[config.mk]
export PLATFORM = sky130hd
export DESIGN_NAME = instruction_fetch_stage
export DESIGN_NICKNAME = d
export VERILOG_FILES = /design/src/rtl/instruction_fetch_stage.sv
export SDC_FILE = /design/constraint.sdc
export NUM_CORES = 1
export LEC_CHECK = 0
export CAP_MARGIN = 5
export CORE_ASPECT_RATIO = 0.8
export CORE_MARGIN = 1.5
export CORE_UTILIZATION = 51
export DETAILED_ROUTE_END_ITERATION = 10
export PLACE_DENSITY = 0.79
export SLEW_MARGIN = 0
export SYNTH_ARGS = -nofsm -noshare
export SYNTH_HDL_FRONTEND = slang
export SYNTH_SLANG_ARGS = --single-unit
[constraint.sdc]
create_clock -name clk -period 6.2 [get_ports clk]
set_clock_uncertainty 0.15 [all_clocks]
set_input_delay 1.86 -clock clk [delete_from_list [all_inputs] [get_ports clk]]
set_output_delay 1.86 -clock clk [all_outputs]
set_load 0.005 [all_outputs]
[src/rtl/instruction_fetch_stage.sv]
// Instruction fetch stage: program counter, IF/ID pipeline register, branch redirect with flush,
// and the halt on the B #-1 self-branch that ends test programs.
`ifndef WORD_WIDTH
`define WORD_WIDTH 32
`endif

module instruction_fetch_stage #(
  parameter int unsigned            WORD_WIDTH = `WORD_WIDTH,
  parameter logic [WORD_WIDTH-1:0]  RESET_PC   = '0,
  parameter logic [WORD_WIDTH-1:0]  HALT_WORD  = 32'hEAFF_FFFF
) (
  input  logic                  clk,
  input  logic                  rst_n,
  input  logic                  freeze,
  input  logic                  branch_taken,
  input  logic [WORD_WIDTH-1:0] branch_base,
  input  logic [23:0]           branch_imm,
  output logic [WORD_WIDTH-1:0] addr,
  input  logic [WORD_WIDTH-1:0] instruction,
  output logic                  if_id_valid,
  output logic [WORD_WIDTH-1:0] if_id_instruction,
  output logic [WORD_WIDTH-1:0] if_id_pc,
  output logic                  halted,
  output logic [31:0]           fetch_count
);

  typedef enum logic {RUN = 1'b0, HALT = 1'b1} state_e;

  localparam logic [WORD_WIDTH-1:0] PC_ONE = {{(WORD_WIDTH-1){1'b0}}, 1'b1};

  state_e                state_q, state_d;
  logic [WORD_WIDTH-1:0] pc_q, pc_d;
  logic                  valid_q, valid_d;
  logic [WORD_WIDTH-1:0] instr_q, instr_d;
  logic [WORD_WIDTH-1:0] ipc_q, ipc_d;
  logic [31:0]           count_q, count_d;

  logic [WORD_WIDTH-1:0] target_s;
  logic [WORD_WIDTH-1:0] pc_inc_s;
  logic                  redirect_s;

  assign target_s = branch_base + {{(WORD_WIDTH-24){branch_imm[23]}}, branch_imm};
  assign pc_inc_s = pc_q + PC_ONE;
  // In HALT a branch back onto the halted pc is the halt branch itself and must not flush.
  assign redirect_s = branch_taken && ((state_q == RUN) || (target_s != pc_q));

  // State and datapath registers with synchronous active-low reset
  always_ff @(posedge clk) begin
    if (!rst_n) begin
      state_q <= RUN;
      pc_q    <= RESET_PC;
      valid_q <= 1'b0;
      instr_q <= '0;
      ipc_q   <= '0;
      count_q <= 32'd0;
    end else begin
      state_q <= state_d;
      pc_q    <= pc_d;
      valid_q <= valid_d;
      instr_q <= instr_d;
      ipc_q   <= ipc_d;
      count_q <= count_d;
    end
  end

  // Next-state logic
  always_comb begin
    state_d = state_q;
    case (state_q)
      RUN: begin
        if (branch_taken) begin
          state_d = RUN;
        end else if (freeze) begin
          state_d = RUN;
        end else if (instruction == HALT_WORD) begin
          state_d = HALT;
        end else begin
          state_d = RUN;
        end
      end
      HALT: begin
        if (redirect_s) begin
          state_d = RUN;
        end else begin
          state_d = HALT;
        end
      end
      default: state_d = RUN;
    endcase
  end

  // Datapath next values: pc, IF/ID register, fetch counter
  always_comb begin
    pc_d    = pc_q;
    valid_d = valid_q;
    instr_d = instr_q;
    ipc_d   = ipc_q;
    count_d = count_q;
    if (redirect_s) begin
      pc_d    = target_s;
      valid_d = 1'b0;
      instr_d = '0;
      ipc_d   = '0;
    end else if (freeze) begin
      pc_d = pc_q;
    end else if (state_q == HALT) begin
      valid_d = 1'b0;
    end else begin
      valid_d = 1'b1;
      instr_d = instruction;
      ipc_d   = pc_inc_s;
      count_d = count_q + 32'd1;
      if (instruction == HALT_WORD) begin
        pc_d = pc_q;
      end else begin
        pc_d = pc_inc_s;
      end
    end
  end

  // Output logic
  always_comb begin
    addr              = pc_q;
    halted            = (state_q == HALT);
    if_id_valid       = valid_q;
    if_id_instruction = instr_q;
    if_id_pc          = ipc_q;
    fetch_count       = count_q;
  end

endmodule

==> implementation parameters, run 1 <==
Parameter                              Value

Finish
  Register cell area after layout    0.00260 mm²
  End-of-flow core utilization    between 60 and 70%
  Number of inserted filler cells in the final layout    around 1400
  Proportion of layout cells with a drive suffix above 1    8.63%
  Footprint of the multi-input gates    0.00588 mm²
  Signed area change from the synthesized netlist to the final layout    33.1%
  Fin area    between 0.01 and 0.015 mm²
  Final-stage net count    around 1400
  Number of inserted diodes    0

Power
  Maximum vdd ir drop    roughly 0.15 mV
  Pwr/cell area    228 mW/mm²
  Leakage power    approximately 4.5 nW
  Post-route total power    ~2.7 mW

Clock network
  Buffer cell driving the clock tree root    sky130_fd_sc_hd__clkbuf_16
  CTS Buffer Depth    2
  TritonCTS clock tree    done
  Worst skew pair latency    0.41 ns
  CTS sink count    130
  Hold-fix buffers at CTS    0
  Clock-pin slew reported for the worst setup and hold paths after clock tree synthesis    0.06 ns
  Setup Buffers After CTS    0
  Num CTS Buffers    17
  H-tree levels    4
  Quantity of gates resized following cts    0

Placement
  Global placer's final weighted congestion    0.998
  Pre-CTS setup slack    -0.0475 ns
  Half-perimeter wire length after detailed placement    19500 µm
  Number of input and output port buffers inserted    between 200 and 250
  Placed Instance Area    between 0.01 and 0.015 mm²

STA
  Final Max Slew Viols    0
  Final worst-path cycle share    94.5%
  Total setup violations reported at the end of the flow    0
  Slew headroom    55.7%
  Least-Margin Pin Slew    0.660 ns
  Setup slack of the critical path after layout    between 0.3 and 0.4 ns
  Setup repair after global routing missed its margin    false
  Peak clock frequency supported by timing    roughly 170 MHz
  Final number of hold-violating endpoints    0
  Worst hold slack across all endpoints    between 0.3 and 0.4 ns
  Time the worst path needs with I/O delays and setup    between 5 and 6 ns

Global routing
  Antenna violations before repair    0
  Met2 layer usage reported by global route    a little over two fifths
  Number of global-route vias before repair    roughly 7900
  Busiest metal layer after global routing    met1
  Met1 global-route usage    43.9%
  Total congestion overflow    0
  Maximum number of pins on one net before global-route repair    96
  GRT Total Usage    roughly 29%
  Global Route met3 Usage    ~5%
  First-pass GRT wire length    roughly 42000 µm

Synth
  Mux cell area share after synthesis    under 10%
  Count of flip-flops with a built-in enable after synthesis    0
  Synthesized-area fraction occupied by adder cells    under 10%
  Simple logic cell fraction of the synthesized area    23.1%
  Compound-cell area share of the yosys netlist    15.6%
  Main synth FF type    sky130_fd_sc_hd__dfxtp_1
  Sequential cell area fraction in the yosys report    approximately 30%
  Cells after synthesis    1073
  Mapped Nets    ~1200
  Main combinational cell family by area after synthesis    simple AND/OR/NAND/NOR gates
  Ys Warns    0
  Async set or reset register ratio after synthesis    0%
  Cell area after technology mapping    between 0.008 and 0.009 mm²
  Commonest cells in the netlist    145 x sky130_fd_sc_hd__nand2_1, 130 x sky130_fd_sc_hd__dfxtp_1, 102 x sky130_fd_sc_hd__nor2_1
  #FFs+latches synth    130
  Largest cells by area after synthesis    sky130_fd_sc_hd__dfxtp_1 29%, sky130_fd_sc_hd__mux2i_1 7.6%, sky130_fd_sc_hd__xnor2_1 6.9%
  Synthesized area divided by synthesized cell count    roughly 8.3 µm²
  Xor and xnor fraction of the mapped netlist area    between 10 and 15%
  Count leader, synth    sky130_fd_sc_hd__nand2_1
  Fraction of post-synthesis cell area in the top cell type by area    roughly 29%
  Distinct cell type count of the synthesized netlist    between 60 and 70
  Largest area contributor in the netlist    sky130_fd_sc_hd__dfxtp_1

Die
  Total core area    0.0172 mm²
  Top-level port count    roughly 220
  Area enclosed by the die boundary    about 0.018 mm²
  Number of rows in the core area    43
  Chip Height    121 µm
  Initial Util    51.7%
  Die width    approximately 150 µm

Routing
  Via density per instance    around 5.7
  1st-iter DRT viols    675
  Via count    between 8000 and 9000
  Number of routed nets with antenna violations    0
  Drt wl/cell    17.2 µm
  Drt first pass iters    6
  Total wirelength of the detailed-routed design    25800 µm
  Number of design rule violations left after detail routing    0

Critical path
  Startpoint Class    input port
  Arrival time of the worst setup path    approximately 6 ns
  CP Max Fanout    75
  Worst setup EP type    flop
  Critical setup path kind    input port to flop
  Req. time, crit path    6.34 ns

Worst hold path
  Hold Crit Class    flop to flop

Flow run
  # Max-Cap Violations    0

Outcome
  Outcome    finished clean
[kinds of logic after synthesis]
kind of cell	count (synthesis)
xor gates and xnor gates	139
DFF	130
AOI/OAI and AO/OA	178
and+or+nand+nor	434
adders and majority gates	34
buffers and inverters	89
muxes	69
[through the flow]
| step | setup TNS, ns | std cells |
|---|---|---|
| 2_1_floorplan | 0 | 1073 |
| 3_3_place_gp | 0 | 1468 |
| 3_5_place_dp | -0.546 | 1468 |
| 4_1_cts | 0 | 1500 |
| 5_1_grt | 0 | 1500 |
| 6_report | 0 | 1500 |
[layout by cell type (no fill, tap or decap), drive strengths merged, types with 11 or more instances in the layout]
cell type      synthesis  layout
a2111oi               35      35
a21oi                 53      53
and2                  14      14
and3                  19      19
buf                   32      28
clkbuf                46      18
clkdlybuf4s50          0     220
dfxtp                130     130
ha                    33      33
inv                   10      18
mux2i                 68      68
nand2                145     145
nand2b                11      11
nand3                 29      29
nand4                 21      21
nor2                 102     102
nor3                  49      49
o21ai                 39      39
or3                   13      13
xnor2                 70      70
xor2                  63      63
[power breakdown]
part | internal, mW | switching [mW]
registers | 0.878 | 0.0744
logic | 0.354 | 0.362
clock network | 0.619 | 0.412
[critical path, stage by stage]
cell and delay [ns]:
sky130_fd_sc_hd__clkdlybuf4s50_1 0.46, sky130_fd_sc_hd__ha_1 0.18, sky130_fd_sc_hd__inv_1 0.06, sky130_fd_sc_hd__fa_1 0.50, sky130_fd_sc_hd__xor2_1 0.15, sky130_fd_sc_hd__nand3_1 0.11
sky130_fd_sc_hd__a2111oi_0 0.47, sky130_fd_sc_hd__o31ai_1 0.14, sky130_fd_sc_hd__nor4_1 0.40, sky130_fd_sc_hd__nand4_1 0.14, sky130_fd_sc_hd__and4b_1 0.27, sky130_fd_sc_hd__nand4_1 0.11
sky130_fd_sc_hd__o41a_2 0.55, sky130_fd_sc_hd__buf_12 0.23, sky130_fd_sc_hd__a2111oi_2 0.35
[area by class of cell]
cell class | count | share of cell area, %
inverter | 11 | 0.359
clock buffer | 18 | 3.70
clock inverter | 14 | 1.42
sequential | 130 | 22.0
timing repair buffer | 248 | 20.5
tap | 225 | 2.37
multi-input combinational | 854 | 49.6
[per-layer routing]
metal,vias up,wire length [µm]
li1,4160,-
met1,3969,12600
met2,382,10900
met3,20,2070
met4,0,250
met5,-,0
[flip-flops by register name, summed over array words and instances, names as in the netlist]
| name | cells |
|---|---|
| addr | 32 |
| fetch_count | 32 |
| if_id_instruction | 32 |
| if_id_pc | 32 |
| halted | 1 |
| if_id_valid | 1 |
[path summary, 6_finish.rpt]
path	startpoint	slack, ns	cells after the start	endpoint
setup / recovery	branch_base[0]	0.34	15	if_id_pc[31]
hold / removal	fetch_count[31]	0.35	2	fetch_count[31]
setup reg to reg	addr[24]	2.32	10	if_id_pc[31]
hold reg to reg	fetch_count[31]	0.35	2	fetch_count[31]
(Power assumes the default switching activity.)
==> run 2, diff against run 1 <==
Settings changed: PLACE_DENSITY 0.79 to 0.82, REMOVE_ABC_BUFFERS set to 1.
==> run 2 against run 1 <==
Count of clock-buffer cells in the layout is 2 higher. Largest power group unchanged. Non-clock buffer count is 5 higher. Cell area hardly changed. Final cell count is 0.27% higher. Die area stayed put. Hold slack better by 0.0042 ns. Highest routed layer unchanged. Largest cell class unchanged.
==> implementation parameters, run 2 (same netlist as run 1, synthesis figures left out) <==
Parameter                              Value

Outcome
  Outcome    finished clean

Routing
  Number of routed nets with antenna violations    0 (unchanged)
  Via count    8416 (-1.3%)
  Number of design rule violations left after detail routing    0 (unchanged)
  Via density per instance    5.60 (-1.6%)
  Total wirelength of the detailed-routed design    24700 µm (-4.3%)
  Drt first pass iters    5 (-1)
  Drt wl/cell    16.4 µm (-4.6%)
  1st-iter DRT viols    635 (-5.9%)

Die
  Total core area    0.0172 mm² (unchanged)
  Initial Util    51.7% (unchanged)
  Top-level port count    222 (unchanged)
  Chip Height    121 µm (unchanged)
  Number of rows in the core area    43 (unchanged)
  Area enclosed by the die boundary    0.0183 mm² (unchanged)
  Die width    151 µm (unchanged)

STA
  Total setup violations reported at the end of the flow    0 (unchanged)
  Least-Margin Pin Slew    0.787 ns (+0.127 ns)
  Slew headroom    47.6% (-8.2 points)
  Final worst-path cycle share    94.7% (+0.19 points)
  Final number of hold-violating endpoints    0 (unchanged)
  Setup repair after global routing missed its margin    false
  Peak clock frequency supported by timing    170 MHz (-0.20%)
  Time the worst path needs with I/O delays and setup    5.87 ns (+0.0116 ns)
  Setup slack of the critical path after layout    0.330 ns (-0.0116 ns)
  Final Max Slew Viols    0 (unchanged)

Placement
  Placed Instance Area    0.0113 mm² (+0.33%)
  Number of input and output port buffers inserted    221 (unchanged)
  Pre-CTS setup slack    -0.0250 ns (+0.0225 ns)
  Global placer's final weighted congestion    0.924 (-7.4%)
  Half-perimeter wire length after detailed placement    18600 µm (-4.9%)

Critical path
  Crit Reg-Reg Endpoint    if_id_pc[10]
  Flop-to-flop setup slack    2.40 ns (+0.08 ns)
  Reg-to-Reg Start    addr[24]
  Critical setup path kind    input port to flop
  CP Max Fanout    54 (-28%)
  Setup crit end    if_id_pc[10]
  Launching element of the worst setup path    branch_base[0]
  Worst Reg2Reg Path Length in Cells    10 (unchanged)
  Worst setup EP type    flop
  Arrival time of the worst setup path    6.03 ns (+0.04 ns)
  Startpoint Class    input port
  Req. time, crit path    6.36 ns (+0.02 ns)

Global routing
  Number of global-route vias before repair    8038 (+1.9%)
  GRT Total Usage    27.5% (-1.1 points)
  First-pass GRT wire length    40200 µm (-3.4%)
  Maximum number of pins on one net before global-route repair    66 (-31%)
  Total congestion overflow    0 (unchanged)
  Antenna violations before repair    0 (unchanged)

Clock network
  CTS sink count    130 (unchanged)
  Buffer cell driving the clock tree root    sky130_fd_sc_hd__clkbuf_16
  Clock-pin slew reported for the worst setup and hold paths after clock tree synthesis    0.05 ns (about the same)
  Num CTS Buffers    17 (unchanged)
  CTS Buffer Depth    2 (unchanged)
  Setup Buffers After CTS    0 (unchanged)
  Hold-fix buffers at CTS    0 (unchanged)
  Quantity of gates resized following cts    0 (unchanged)
  Worst skew pair latency    0.42 ns (about the same)
  TritonCTS clock tree    done
  H-tree levels    4 (unchanged)

Finish
  Commonest non-fill, non-tap cell in the layout    sky130_fd_sc_hd__clkdlybuf4s50_1
  Signed area change from the synthesized netlist to the final layout    33.0% (about the same)
  Fin area    0.0119 mm² (about the same)
  Number of inserted diodes    0 (unchanged)
  Most frequent cells in the layout    220 x sky130_fd_sc_hd__clkdlybuf4s50_1, 145 x sky130_fd_sc_hd__nand2_1, 130 x sky130_fd_sc_hd__dfxtp_1
  Final-stage net count    1393 (+0.36%)
  Proportion of layout cells with a drive suffix above 1    8.84% (+0.21 points)
  Number of inserted filler cells in the final layout    1366 (-3.3%)

Power
  Leakage power    4.56 nW (+0.38%)
  Maximum vdd ir drop    0.189 mV (+30%)
  Pwr/cell area    221 mW/mm² (-2.9%)

Flow run
  # Max-Cap Violations    0 (unchanged)

Worst hold path
  Cells on Worst Hold Path    2 (unchanged)
  Hold Crit Class    flop to flop
run 2: cell count changes in the layout (fill, tap and decap cells not counted), sizes merged:
cell | before | now
buf | 28 | 33
clkinvlp | 2 | 0
clkinv | 3 | 10
inv | 18 | 10
clkbuf | 18 | 20
run 2: worst min-delay path by stage:
stage                               start  slack [ns]         endpoint
after floorplan           fetch_count[31]        0.32  fetch_count[31]
after global placement    fetch_count[31]        0.32  fetch_count[31]
after detailed placement  fetch_count[31]        0.34  fetch_count[31]
after CTS                 fetch_count[31]        0.35  fetch_count[31]
after global routing      fetch_count[31]        0.37  fetch_count[31]
final                     fetch_count[16]        0.35  fetch_count[16]
run 2: power by group:
group          switching (mW)  internal, mW  total, mW
Clock                   0.359         0.606      0.964
Sequential             0.0701         0.879      0.949
Combinational           0.351         0.355      0.706
run 2: stage by stage:
step | cells | hold slack, ns | power, mW | util (%) | TNS [ns]
2_1_floorplan | 995 | 0.324 | 1.37 | - | -140.39
3_3_place_gp | 1473 | 0.321 | 1.65 | 65.5 | 0
3_5_place_dp | 1473 | 0.341 | 1.66 | 65.5 | -0.0630
4_1_cts | 1504 | 0.351 | 2.62 | 68.8 | 0
5_1_grt | 1504 | 0.369 | 2.74 | 68.8 | 0
6_report | 1504 | 0.354 | 2.62 | 68.8 | 0
run 2: cell type report:
cell class	instances	area (µm²)	share of cell area, %
clock buffer	20	457	3.85
clock inverter	11	113	0.950
tap	225	282	2.38
timing repair buffer	253	2470	20.9
inverter	11	42.5	0.359
multi-input combinational	854	5880	49.6
sequential	130	2600	22.0
run 2: worst max-delay path, cell delays in order:
cell and delay (ns):
sky130_fd_sc_hd__clkdlybuf4s50_1 0.47, sky130_fd_sc_hd__ha_1 0.20, sky130_fd_sc_hd__inv_1 0.07, sky130_fd_sc_hd__fa_1 0.40, sky130_fd_sc_hd__nand2b_1 0.19, sky130_fd_sc_hd__a21oi_1 0.26, sky130_fd_sc_hd__o21ai_0 0.15, sky130_fd_sc_hd__buf_4 0.17
sky130_fd_sc_hd__a21oi_2 0.24, sky130_fd_sc_hd__mux2i_1 0.13, sky130_fd_sc_hd__a2111oi_2 0.37, sky130_fd_sc_hd__nor4b_2 0.28, sky130_fd_sc_hd__o2111ai_1 0.18, sky130_fd_sc_hd__o41a_2 0.49, sky130_fd_sc_hd__buf_12 0.24, sky130_fd_sc_hd__a2111oi_2 0.31
run 2: layer usage:
| layer | routed length (µm) | part of all wire, % | track usage (%) |
|---|---|---|---|
| met5 | 0 | 0 | 0 |
| met4 | 440 | 1.8 | 8.01 |
| met3 | 1430 | 5.8 | 4.25 |
| met2 | 11400 | 46 | 44.8 |
| met1 | 11500 | 46 | 37.4 |
==> run 3, diff against run 2 <==
Settings changed: CTS_CLUSTER_SIZE set to 8.
==> results of run 3 <==
No change in the layout: final DEF, timing and power equal those of run 2.
